`src/rtl/mux_pkg.sv`:
```
// Shared constants and types for the single-bit selector slice and the
// word-wide register-file read mux built from it.
package mux_pkg;

   localparam int N_IN    = 32;
   localparam int SEL_W   = 5;
   localparam int N_NODES = 2 * N_IN - 1;

   typedef logic [SEL_W-1:0] sel_t;

   // Tree depth 0 is the root; deeper levels are steered by lower select bits.
   function automatic int tree_sel_bit(input int depth);
      return SEL_W - 1 - depth;
   endfunction

endpackage : mux_pkg

```
`src/rtl/mux_2to1.sv`:
```
// Two-input single-bit selector cell, the leaf primitive of the selector tree.
module mux_2to1 (
   input  logic A,
   input  logic B,
   input  logic S,
   output logic Y
);

   // NOTE: a full ternary drives Y on every path, so no latch can form.
   assign Y = S ? B : A;

endmodule : mux_2to1

```
`src/rtl/mux_32to1.sv`:
```
// Single-bit 32:1 selector built as a 5-level tree of 2:1 cells, with a
// zero-latency result and an enable-gated registered copy.
module mux_32to1
   import mux_pkg::*;
(
   input  logic             CLK,
   input  logic             RST_N,
   input  logic             EN,
   input  logic [N_IN-1:0]  IN,
   input  logic [SEL_W-1:0] SEL,
   output logic             OUT_C,
   output logic             OUT,
   output logic             OUT_VLD
);

   // Heap-ordered tree: node k has children 2k+1 and 2k+2; leaves hold IN.
   logic [N_NODES-1:0] node;

   assign node[N_NODES-1 -: N_IN] = IN;

   for (genvar d = 0; d < SEL_W; d++) begin : g_level
      for (genvar j = 0; j < (1 << d); j++) begin : g_cell
         localparam int K = (1 << d) - 1 + j;
         mux_2to1 u_cell (
            .A (node[2*K+1]),
            .B (node[2*K+2]),
            .S (SEL[tree_sel_bit(d)]),
            .Y (node[K])
         );
      end
   end

   assign OUT_C = node[0];

   // NOTE: non-blocking assignments keep register updates independent of statement order.
   always_ff @(posedge CLK or negedge RST_N) begin
      if (!RST_N) begin
         OUT     <= 1'b0;
         OUT_VLD <= 1'b0;
      end else if (EN) begin
         OUT     <= OUT_C;
         OUT_VLD <= 1'b1;
      end
   end

endmodule : mux_32to1

```
`config.mk`:
```
export PLATFORM = sky130hd
export DESIGN_NAME = mux_32to1
export DESIGN_NICKNAME = d
export VERILOG_FILES = /design/src/rtl/mux_pkg.sv /design/src/rtl/mux_2to1.sv /design/src/rtl/mux_32to1.sv
export SDC_FILE = /design/constraint.sdc
export NUM_CORES = 1
export LEC_CHECK = 0
export CAP_MARGIN = 20
export CELL_PAD_IN_SITES_DETAIL_PLACEMENT = 0
export CELL_PAD_IN_SITES_GLOBAL_PLACEMENT = 2
export CORE_AREA = 8 8 64 66
export CTS_CLUSTER_DIAMETER = 40
export DETAILED_ROUTE_END_ITERATION = 10
export DIE_AREA = 0 0 72 74
export PLACE_DENSITY = 0.8
export SLEW_MARGIN = 10
export SYNTH_ARGS = -nofsm -noshare
export SYNTH_HDL_FRONTEND = slang
export SYNTH_HIERARCHICAL = 1
export SYNTH_SLANG_ARGS = --single-unit
```
`constraint.sdc`:
```
create_clock -name CLK -period 2.6 [get_ports CLK]
set_clock_uncertainty 0.1 [all_clocks]
set_input_delay 0.39 -clock CLK [delete_from_list [all_inputs] [get_ports CLK]]
set_output_delay 0.39 -clock CLK [all_outputs]
set_load 0.01 [all_outputs]
```
==> metrics.cfg <==
[place]
gp_congestion = 0.720
dp_cells = 126
portBuffers = 42
place_ws_ps = -822

[status]
status = complete, but fails checks
violations = negative setup slack

[route]
drt_wl_total_um = 1620
ant_nets = 0
vias_per_cell = 3.62
vias = 471
drt_iter0_drc = 7
post_drt_wl_per_cell_um = 12.4
dr.pass1.iters = 4
drc_errors = 0

[cts]
cts_setup_buffers = 0
htree_levels = 1
cts_buffer_depth = 2
ctsHoldBuffers = 0
cts_num_sinks = 2
root_buffer = clkbuf_4
clock_latency_ps = 220
cts_tree = done
cts.clk_slew.worst_paths_ps = 30
cts_made_buffers = 3

[timing]
fin_ws_ps = -1.95
rsz0062_at_grt = yes
worst_pin_slew_ps = 141
finalSetupViolCount = 1
hold_viol = 0
timing.slew.headroom_pct = 90.6
finalCritPeriodShare_pct = 100
fmax_mhz = 384
slew_viol_final = 0
timing.hold.ws_ps = 239
period_needed_ps = 2600

[job]
cap_violations = 0

[floorplanning]
dieHeight_um = 74
design.portCount = 43
fp.dieW_um = 72
die-area_um2 = 5330
rows = 21
start_util_pct = 16.9
coreArea_um2 = 3180

[worst_setup_path]
worstSetupEndpointType = output port
r2r_cells = 1
cpMostUsedCell = mux2_4
criticalPathCategory = in2out
required_ps = 2110
path_cells = buf_8 > buf_12 > mux2_4 > mux2_4 > mux2_4 > mux2_4 > mux2_4 > buf_6
r2r_start = OUT$_DFFE_PN0P_
critPathLaunchType = primary input
cp_slowest_cell = mux2_4
worstPathMaxFanout = 8
reg2reg_to = OUT$_DFFE_PN0P_
ff2ff_setup_slack_ps = 1750
crit_arrival_ps = 2110
slowest_delay_ps = 290

[logic_synthesis]
synth_cells = 35
yosysSeqAreaShare_pct = 9.32
synth_top_area_cell = mux2_4
synth_cell_types = 3
synthArstFlopShare_pct = 100
synth_common_cells = mux2_4 (32), dfrtp_1 (2), or2_1 (1)
synth_seq_cells = 2
syn_area_um2 = 537
synth_flop_cell = dfrtp_1
synth_area_leaders = mux2_4 (90%), dfrtp_1 (9.3%), or2_1 (1.2%)
syn_nets = 75
syn_avg_cell_area_um2 = 15.3
synth_top_area_share_pct = 89.5
synth_warnings = 6
synth_edf_count = 0
yosysMostFrequentCell = mux2_4

[cells_and_area]
stdcell_count = 130
area_growth_pct = 101
fin_nets = 126
drive_gt1_share_pct = 48.8
diodes = 0

[global_routing]
grt_pass1_wl_um = 2600
grt_max_degree = 9
grt_pass1_vias = 583
antenna_found_initial = 0
grt_overflow = 0
grt_use_total_pct = 6.09

[pwr]
vdd_drop_max_mv = 0.0873
power.density_nw_per_um2 = 258
p_leak_nw = 0.549

[worst_hold_path]
hp-class = in2async

what timing repair did:
| item | in CTS | in global routing |
|---|---|---|
| hold endpoints to repair | 0 | 0 |
| pin swaps | 0 | 0 |
| gates resized for setup | 46 | 0 |
| endpoints found under the setup margin | 2 | 1 |
| cloned | 1 | 0 |
where the power goes:
group | total [mW] | internal (mW) | switching (mW)
sequential | 0.0369 | 0.0349 | 0.00203
clock | 0.0658 | 0.0507 | 0.0151
combinational | 0.175 | 0.130 | 0.0451
cell usage in the layout (no fill, tap or decap):
cell             instances
clkdlybuf4s50_1          7
mux2_4                  32
dlygate4sd2_1           33
buf_12                   2
clkbuf_4                 3
buf_6                    1
or2_1                    1
buf_16                   1
dfrtp_1                  2
buf_8                    1
buf_4                    1
through the flow:
step	area [µm²]	util (%)	total power [mW]	setup TNS, ps
after detailed placement	1060	33.4	0.224	-1150
after CTS	1080	33.9	0.284	-8.48
final	1080	33.9	0.278	-1.95
after floorplan	537	-	0.125	0
after global placement	1060	33.4	0.221	-1140
after global routing	1080	33.9	0.297	-37.8
worst max path at each step:
stage	startpoint	end	slack, ps	depth (start not counted)
after global routing	SEL[0]	OUT_C	-40	8
after floorplan	SEL[0]	OUT_C	390	5
after global placement	SEL[0]	OUT_C	-820	8
final	SEL[0]	OUT_C	-2	8
after CTS	SEL[0]	OUT_C	-8	8
after detailed placement	SEL[0]	OUT_C	-820	8
flip-flops by register name, indices dropped and copies added (netlist names):
signal   cells
OUT_VLD      1
OUT          1
worst max-delay path, delay by kind of cell:
| kind | cells | cell delay, ps |
|---|---|---|
| multiplexers | 5 | 1350 |
| buffers and inverters | 3 | 370 |
layout make-up:
cell class                 instances  area [µm²]
clock buffer                       3        22.5
timing repair buffer              46         460
tap                               46        57.6
multi-input combinational         33         487
fill                             342        2100
sequential                         2        50.0
logic make-up (layout without fill, tap and decap cells):
group,count (synthesis),in the layout,share of synthesized area (%)
DFF,2,2,9.32
and+or+nand+nor,1,1,1.17
buffers and inverters,0,49,0
muxes,32,32,89.5
layer usage:
metal	vias to the layer above	GRT usage, %	wire (µm)
met4	0	1.36	8
li1	237	-	-
met1	206	6.49	623
met2	26	10.2	774
met3	2	3.50	209
met5	-	0	0
(Power assumes the default switching activity.)
